==> src/rtl/i2s_mic_tx.sv <==
// i2s_mic_tx: I2S slave transmitter modelling a MEMS microphone.
// Oversamples the master's SCK/WS on clk, pulls samples from a small FIFO
// and shifts them out MSB-first in the slot selected by mic_lr.
module i2s_mic_tx #(
  parameter int DW         = 24,
  parameter int FIFO_DEPTH = 4
) (
  input  logic          clk,
  input  logic          rst_n,
  input  logic          mic_sck,
  input  logic          mic_ws,
  input  logic          mic_lr,
  input  logic [DW-1:0] s_data,
  input  logic          s_valid,
  output logic          s_ready,
  output logic          mic_sd,
  output logic          mic_sd_oe,
  output logic          underrun,
  output logic          word_done
);

  localparam int AW  = (FIFO_DEPTH > 1) ? $clog2(FIFO_DEPTH) : 1;
  localparam int CW  = AW + 1;
  localparam int BCW = (DW > 1) ? $clog2(DW + 1) : 1;

  localparam logic [1:0] ST_IDLE  = 2'd0;
  localparam logic [1:0] ST_ARMED = 2'd1;
  localparam logic [1:0] ST_SHIFT = 2'd2;
  localparam logic [1:0] ST_PAD   = 2'd3;

  // ---------------------------------------------------------------------
  // Synchronisers and edge detection
  // ---------------------------------------------------------------------
  logic [2:0] sck_q;     // [0],[1] synchroniser, [2] edge-detect history
  logic [1:0] ws_q;      // 2-flop synchroniser
  logic       ws_s_q;    // WS as sampled on the last SCK rise
  logic       ws_vld_q;  // ws_s_q holds a real sample (first rise after reset seen)
  logic       sck_rise, sck_fall;
  logic       ws_edge, own_edge, oth_edge;

  // Shift SCK/WS through their synchronisers every clk
  always_ff @(posedge clk or negedge rst_n) begin
    if (!rst_n) begin
      sck_q <= '0;
      ws_q  <= '0;
    end else begin
      sck_q <= {sck_q[1:0], mic_sck};
      ws_q  <= {ws_q[0], mic_ws};
    end
  end

  assign sck_rise = sck_q[1] & ~sck_q[2];
  assign sck_fall = ~sck_q[1] & sck_q[2];

  // The incoming sample is compared against the previous one at the rise
  // strobe itself, so the slot decision lands before the following SCK fall
  // even at the minimum 4x oversampling ratio. The first rise after reset
  // only seeds ws_s_q, so a slot already in progress at release is skipped.
  assign ws_edge  = sck_rise & ws_vld_q & (ws_q[1] != ws_s_q);
  assign own_edge = ws_edge & (ws_q[1] == mic_lr);
  assign oth_edge = ws_edge & (ws_q[1] != mic_lr);

  // Capture WS on each SCK rise
  always_ff @(posedge clk or negedge rst_n) begin
    if (!rst_n) begin
      ws_s_q   <= 1'b0;
      ws_vld_q <= 1'b0;
    end else if (sck_rise) begin
      ws_s_q   <= ws_q[1];
      ws_vld_q <= 1'b1;
    end
  end

  // ---------------------------------------------------------------------
  // Sample FIFO
  // ---------------------------------------------------------------------
  logic [DW-1:0] mem_q [FIFO_DEPTH];
  logic [AW-1:0] wr_ptr_q, rd_ptr_q;
  logic [CW-1:0] cnt_q;
  logic          push, pop, fifo_empty;

  assign s_ready    = (cnt_q != CW'(FIFO_DEPTH));
  assign fifo_empty = (cnt_q == '0);
  assign push       = s_valid & s_ready;
  // Pop decision uses the pre-push count: a word written in the same clk
  // as an empty-slot start waits for the next slot.
  assign pop        = own_edge & ~fifo_empty;

  // Storage array, no reset needed: contents are qualified by cnt_q
  always_ff @(posedge clk) begin
    if (push) mem_q[wr_ptr_q] <= s_data;
  end

  // Pointers and occupancy
  always_ff @(posedge clk or negedge rst_n) begin
    if (!rst_n) begin
      wr_ptr_q <= '0;
      rd_ptr_q <= '0;
      cnt_q    <= '0;
    end else begin
      if (push) wr_ptr_q <= wr_ptr_q + AW'(1);
      if (pop)  rd_ptr_q <= rd_ptr_q + AW'(1);
      case ({push, pop})
        2'b10:   cnt_q <= cnt_q + CW'(1);
        2'b01:   cnt_q <= cnt_q - CW'(1);
        default: cnt_q <= cnt_q;
      endcase
    end
  end

  // ---------------------------------------------------------------------
  // Slot state machine and shifter
  // ---------------------------------------------------------------------
  logic [1:0]     state_q, state_d;
  logic [DW-1:0]  shreg_q, shreg_d;
  logic [BCW-1:0] bit_cnt_q, bit_cnt_d;
  logic           sd_q, sd_d;
  logic           oe_q, oe_d;
  logic           ur_q, ur_d;
  logic           wd_q, wd_d;

  // Next-state logic; a WS edge always wins over an SCK fall
  always_comb begin
    state_d   = state_q;
    shreg_d   = shreg_q;
    bit_cnt_d = bit_cnt_q;
    sd_d      = sd_q;
    oe_d      = oe_q;
    ur_d      = 1'b0;
    wd_d      = 1'b0;
    if (own_edge) begin
      // Our slot begins: the line still carries the previous slot's last
      // bit for one SCK, so stay off it until the ARMED fall.
      shreg_d   = pop ? mem_q[rd_ptr_q] : '0;
      ur_d      = fifo_empty;
      bit_cnt_d = '0;
      sd_d      = 1'b0;
      oe_d      = 1'b0;
      state_d   = ST_ARMED;
    end else if (oth_edge) begin
      // Other channel's slot: release the line and wait in IDLE
      sd_d    = 1'b0;
      oe_d    = 1'b0;
      state_d = ST_IDLE;
    end else if (sck_fall) begin
      case (state_q)
        ST_ARMED: begin
          oe_d      = 1'b1;
          sd_d      = shreg_q[DW-1];
          shreg_d   = shreg_q << 1;
          bit_cnt_d = BCW'(1);
          if (DW == 1) begin
            wd_d    = 1'b1;
            state_d = ST_PAD;
          end else begin
            state_d = ST_SHIFT;
          end
        end
        ST_SHIFT: begin
          sd_d      = shreg_q[DW-1];
          shreg_d   = shreg_q << 1;
          bit_cnt_d = bit_cnt_q + BCW'(1);
          if (bit_cnt_q == BCW'(DW - 1)) begin
            wd_d    = 1'b1;
            state_d = ST_PAD;
          end
        end
        ST_PAD: begin
          sd_d = 1'b0;
        end
        default: ;
      endcase
    end
  end

  // State and output registers; reset aborts any slot in flight
  always_ff @(posedge clk or negedge rst_n) begin
    if (!rst_n) begin
      state_q   <= ST_IDLE;
      shreg_q   <= '0;
      bit_cnt_q <= '0;
      sd_q      <= 1'b0;
      oe_q      <= 1'b0;
      ur_q      <= 1'b0;
      wd_q      <= 1'b0;
    end else begin
      state_q   <= state_d;
      shreg_q   <= shreg_d;
      bit_cnt_q <= bit_cnt_d;
      sd_q      <= sd_d;
      oe_q      <= oe_d;
      ur_q      <= ur_d;
      wd_q      <= wd_d;
    end
  end

  assign mic_sd    = sd_q;
  assign mic_sd_oe = oe_q;
  assign underrun  = ur_q;
  assign word_done = wd_q;

endmodule
==> config.mk <==
export PLATFORM = sky130hd
export DESIGN_NAME = i2s_mic_tx
export DESIGN_NICKNAME = d
export VERILOG_FILES = /design/src/rtl/i2s_mic_tx.sv
export SDC_FILE = /design/constraint.sdc
export NUM_CORES = 1
export LEC_CHECK = 0
export BUFFER_PORTS_ARGS = -buffer_cell sky130_fd_sc_hd__buf_2
export CAP_MARGIN = 20
export CORE_MARGIN = 3
export CORE_UTILIZATION = 30
export DETAILED_ROUTE_END_ITERATION = 8
export RECOVER_POWER = 100
export SYNTH_ARGS = -nofsm -noshare
export SYNTH_HDL_FRONTEND = slang
export SYNTH_SLANG_ARGS = --single-unit
export TNS_END_PERCENT = 10
==> constraint.sdc <==
create_clock -name clk -period 2.9 [get_ports clk]
set_input_delay 0.58 -clock clk [delete_from_list [all_inputs] [get_ports clk]]
set_output_delay 0.58 -clock clk [all_outputs]
set_load 0.01 [all_outputs]
==> flow_summary.json, run 1 <==
{
  "vias": 3012,
  "die_y_um": 145,
  "antenna_found_initial": 0,
  "min_path_type": "in -> reg",
  "drive_above_1_share_pct": 17.6,
  "tritoncts": "built",
  "port_buffers": 34,
  "cts-root-buf": "clkbuf_16",
  "final-hold-violation-count": 0,
  "slew_headroom_pct": 32.2,
  "design.core.area_um2": 18900,
  "final_cells": 664,
  "post_cts_buffers": 0,
  "run_status": "finished, final reports clean",
  "synth_top_area_share_pct": 49.5,
  "synthTopCellsByCount": "edfxtp_1, dfrtp_1, nand2_1",
  "whs_endpoint": "sck_q[0]",
  "cp_cell_sequence": "or3b_1 > a211oi_1 > ha_1 > inv_1 > fa_1 > xor2_1 > nor2_1 > xor2_1",
  "cts_buffer_depth": 2,
  "rrSetupSlack_ns": 0.58,
  "post-synth-top-area-cell": "edfxtp_1",
  "maxCapViolCount": 0,
  "synth_area_um2": 5820,
  "fin_skew_ns": 0.0107,
  "vias_per_cell": 4.54,
  "rsz0062_at_grt": "false",
  "path_clk_slew_ns": 0.06,
  "holdPathStages": 1,
  "powerDensity_nw_per_um2": 982,
  "fmax_mhz": 432,
  "cp_max_fo": 4,
  "rr_worst_depth": 8,
  "drcViolationCount": 0,
  "end_kind": "register",
  "grt_pass1_wl_mm": 17.8,
  "worstMarginPinSlew_ns": 1.02,
  "routed_wl_mm": 10.7,
  "row_count": 50,
  "slew_viol_final": 0,
  "syn_area_per_cell_um2": 17.0,
  "power_frac_seq_pct": 45.9,
  "synth_edf_count": 96,
  "worst-path-buf-inv": 1,
  "wire_per_inst_um": 16.1,
  "cp_common_cell": "xor2_1",
  "critical_path.top_delay_family": "adder cells",
  "grtUsageTotal_pct": 10.9,
  "drt_pass1_iterations": 4,
  "ys_seq_area_share_pct": 70.6,
  "die_w_um": 145,
  "crit_arrival_ns": 2.66,
  "comb_power_share_pct": 23.8,
  "cp.depth": 8,
  "synth_cell_types": 40,
  "ys_top_cells_by_area": "edfxtp_1, dfrtp_1, mux4_2",
  "start_util_pct": 30.8,
  "power_leakage_nw": 2.37,
  "holdBufCountCts": 0,
  "ios": 35,
  "critical-path-max-stage-delay_ns": 0.42,
  "r2r-end": "cnt_q[2]",
  "grt_overflow_total": 0,
  "tns_ns": 0,
  "startpoint_type": "register",
  "crit_required_ns": 3.24,
  "synth_ff_type": "edfxtp_1",
  "syn_nets": 382,
  "synth.most_common_cell": "edfxtp_1",
  "async_flop_share_pct": 33.8,
  "clock-sinks": 145,
  "switchingPower_mw": 1.94,
  "r2r-start": "ws_q[1]",
  "setup_violations": 0,
  "pwr-share-clk_pct": 30.2,
  "grt_max_degree": 33,
  "cts_made_buffers": 17,
  "antenna_left": 0,
  "syn_to_final_growth_pct": 16.7,
  "critPathSlowestCell": "or3b_1",
  "p_int_mw": 4.72,
  "dp.final_hpwl_mm": 6.26,
  "design.die.area_um2": 21100,
  "worstSkewPairLatency_ns": 0.42,
  "period_needed_ns": 2.32,
  "h-tree-depth": 4,
  "path_class": "reg -> reg",
  "synth_seq_cells": 145,
  "yosysWarnings": 0,
  "post_cts_resized": 0,
  "grt_pass1_vias": 3280,
  "peakVddDrop_v": 0.000584,
  "nets": 430,
  "place_inst": 631,
  "detailed_place.area_um2": 6320,
  "fin_area_um2": 6790,
  "swShare_pct": 29.2,
  "syn_inst": 342,
  "min_from": "mic_sck",
  "fin_crit_sh_pct": 79.8,
  "drt_iter0_markers": 217,
  "gp_congestion": 0.710
}
## cells by family (layout without fill, tap and decap cells)
logic type               after synthesis  count (layout)  synth area share (%)
AND/OR/NAND/NOR                       59              59                  5.09
XOR/XNOR                               7               7                  1.05
buffers and inverters                 24              85                  1.85
flip-flops                           145             145                  70.6
multiplexers                          52              52                  14.2
AO/OA/AOI/OAI                         45              45                  4.96
adder cells (fa/ha/maj)               10              10                  2.28
other                                  0               1                     0
## worst register-to-register path: stages (launching register included)
cell	delay [ns]
dfrtp_1	0.41
or3b_1	0.42
a211oi_1	0.31
ha_1	0.24
inv_1	0.06
fa_1	0.37
xor2_1	0.15
nor2_1	0.12
xor2_1	0.15
## cell type report
cell class | count | area, um^2
clock buffers | 18 | 429
fillers | 1846 | 12100
diodes | 1 | 2.50
clock inverters | 14 | 115
multi-input cells | 173 | 1590
flip-flops and latches | 145 | 4110
inverters | 9 | 33.8
repair buffers | 44 | 190
well taps | 260 | 325
## cell usage in the layout, fill, tap and decap left out, types with 3 or more instances in the layout
master      n
clkbuf_2    7
clkbuf_1   31
mux4_2     24
nand2_1    26
nand2b_1    3
nor3_1      3
a21oi_1     5
inv_1       9
nand3b_1    3
ha_1        9
xor2_1      4
inv_6       3
o2bb2ai_1   3
nor3b_1     3
xnor2_1     3
dfrtp_1    49
and3_1      4
buf_4       3
clkbuf_16  17
clkinv_1    3
nand3_1     3
mux2i_1    24
nor2_1      6
edfxtp_1   96
mux2_2      4
o21ai_0    26
a22oi_1     3
clkinv_2    3
buf_2       4
## state kept, by name, summed over array words and instances, names as in the netlist
signal	flops
mem_q	96
shreg_q	24
bit_cnt_q	5
cnt_q	3
sck_q	3
rd_ptr_q	2
state_q	2
wr_ptr_q	2
ws_q	2
mic_sd	1
mic_sd_oe	1
underrun	1
word_done	1
ws_s_q	1
ws_vld_q	1
## per-layer routing
| layer | vias to the layer above | routed length, um | track usage, % |
|---|---|---|---|
| li1 | 1405 | - | - |
| met1 | 1544 | 4940 | 13.8 |
| met2 | 55 | 5260 | 17.6 |
| met3 | 8 | 359 | 3.75 |
| met4 | 0 | 108 | 3.56 |
| met5 | - | 0 | 0 |
## stage by stage
stage / hold slack (ns) / power [mW] / utilization, % / setup WS (ns)
floorplan: 0.284 / 4.28 / - / 0.330
global placement: 0.343 / 4.69 / 33.5 / 0.465
detailed placement: 0.340 / 4.77 / 33.5 / 0.402
CTS: 0.0872 / 6.82 / 36.4 / 0.669
global route: 0.248 / 7.08 / 35.9 / 0.398
finish: 0.270 / 6.67 / 35.9 / 0.585
## power groups by stage
stage	clock (mW)	combinational [mW]	sequential, mW
floorplan	0	1.27	3.01
global route	2.17	1.79	3.12
detailed placement	0	1.67	3.10
global placement	0	1.62	3.07
CTS	2.07	1.68	3.06
finish	2.01	1.59	3.06
## how the worst max path moves through the flow
stage	slack, ns	from	endpoint
after floorplan	0.33	mic_lr	cnt_q[2]
after global placement	0.47	mic_lr	cnt_q[2]
after detailed placement	0.40	mic_lr	cnt_q[2]
after CTS	0.67	ws_q[1]	cnt_q[2]
after global routing	0.40	ws_q[1]	cnt_q[2]
final	0.58	ws_q[1]	cnt_q[2]
No activity file was read; power rests on OpenSTA's default activity.
==> run 2: changes to the inputs <==
==> constraint.sdc (replaced) <==
create_clock -name clk -period 2.2 [get_ports clk]
set_input_delay 0.44 -clock clk [delete_from_list [all_inputs] [get_ports clk]]
set_output_delay 0.44 -clock clk [all_outputs]
set_load 0.01 [all_outputs]
==> flow_summary.json, run 2 (same netlist as run 1, synthesis figures left out) <==
{
  "antenna_found_initial": 0,
  "nFillCells": 1838,
  "port_buffers": 34,
  "drcViolationCount": 0,
  "fmax_mhz": 474,
  "fin_skew_ns": 0.0108,
  "final_common_cell": "edfxtp_1",
  "grt_pass1_wl_mm": 17.6,
  "grt_pass1_vias": 3295,
  "run_status": "finished, final reports clean",
  "tritoncts": "built",
  "path_clk_slew_ns": 0.06,
  "die_w_um": 145,
  "largestRegisters": "mem_q x96, shreg_q x24, bit_cnt_q x5",
  "final-hold-violation-count": 0,
  "largest_reg_flops": 96,
  "start_util_pct": 30.8,
  "design.core.area_um2": 18900,
  "routed_wl_mm": 10.8,
  "syn_to_final_growth_pct": 18.3,
  "cts-root-buf": "clkbuf_16",
  "power_mw": 8.80,
  "drive_above_1_share_pct": 19.3,
  "row_count": 50,
  "power_leakage_nw": 2.41,
  "crit_arrival_ns": 2.43,
  "ios": 35,
  "cts_made_buffers": 17,
  "maxCapViolCount": 0,
  "slew_viol_final": 0,
  "drt_iter0_markers": 173,
  "grt_max_degree": 50,
  "holdBufCountCts": 0,
  "design.die.area_um2": 21100,
  "cts_buffer_depth": 2,
  "post_cts_resized": 0,
  "slew_headroom_pct": 16.5,
  "crit_required_ns": 2.52,
  "end_kind": "register",
  "vias_per_cell": 4.60,
  "post_cts_buffers": 0,
  "worstSkewPairLatency_ns": 0.41,
  "fin_worst_hold_slack_ns": 0.139,
  "powerDensity_nw_per_um2": 1280,
  "nets": 437,
  "tns_ns": 0,
  "path_class": "reg -> reg",
  "top_register": "mem_q",
  "antenna_cells": 0,
  "startpoint_type": "register",
  "dp.final_hpwl_mm": 6.52,
  "setup_violations": 0,
  "rsz0062_at_grt": "false",
  "cp_max_fo": 26,
  "worstMarginPinSlew_ns": 1.25,
  "grt_overflow_total": 0,
  "gp_congestion": 0.721,
  "drt_pass1_iterations": 4,
  "die_y_um": 145,
  "min_path_type": "in -> reg",
  "grtUsageTotal_pct": 10.7,
  "h-tree-depth": 4,
  "vias": 3085,
  "fin_crit_sh_pct": 95.9,
  "clock-sinks": 145,
  "peakVddDrop_v": 0.000628,
  "antenna_left": 0,
  "wire_per_inst_um": 16.1,
  "final_cell_mix": "edfxtp_1, dfrtp_1, clkbuf_1, o21ai_0, nand2_1",
  "period_needed_ns": 2.11
}
-- run 2: cell types whose count changed in the layout (fill, tap and decap cells not counted), sizes merged --
cell and change:
clkbuf +8, clkinvlp -2, inv -3, diode -1
buf +5, clkinv -1
-- run 2: worst paths after layout --
path / from / endpoint / slack (ns) / cells after the start
max: ws_s_q / rd_ptr_q[1] / 0.09 / 5
min: mic_sck / sck_q[0] / 0.14 / 1
max reg2reg: ws_s_q / rd_ptr_q[1] / 0.09 / 5
min reg2reg: ws_q[0] / ws_q[1] / 0.34 / 0
max in group asynchronous: rst_n / sck_q[2] / 1.05 / 2
min in group asynchronous: rst_n / shreg_q[3] / 0.39 / 2
-- run 2: cell type report --
type	count	area [um^2]	share of cell area, %
clock inverters	8	62.6	0.909
well taps	260	325	4.72
clock buffers	24	472	6.85
inverters	9	33.8	0.491
flip-flops and latches	145	4110	59.7
repair buffers	51	262	3.80
multi-input cells	173	1620	23.6
-- run 2: per-layer routing --
metal / GRT usage, % / share of wire, %
met4: 4.84 / 1.7
met1: 13.2 / 45
met5: 0 / 0
met3: 2.59 / 2.8
met2: 17.9 / 50
-- run 2: power breakdown --
group	leakage (nW)	total [mW]	internal (mW)	switching (mW)
logic	0.675	2.17	1.05	1.13
registers	1.47	4.04	3.69	0.351
clock network	0.267	2.59	1.60	0.994
total	2.41	8.80	6.33	2.47
-- run 2: stage by stage --
stage                     worst slack, ns  cell area [um^2]  std cells  utilization [%]
after CTS                          0.0670              6950        670             36.8
after detailed placement          -0.0879              6420        638             34.0
final                              0.0894              6890        670             36.4
after floorplan                    -0.152              5840        342                -
after global routing               0.0104              6890        670             36.4
after global placement            -0.0342              6420        638             34.0
-- run 2: worst max-delay path, stage by stage, from the launching register on --
cell      delay [ns]
dfrtp_1         0.38
or3b_4          0.41
a211oi_4        0.26
clkbuf_2        0.58
and2_0          0.24
xor2_1          0.15
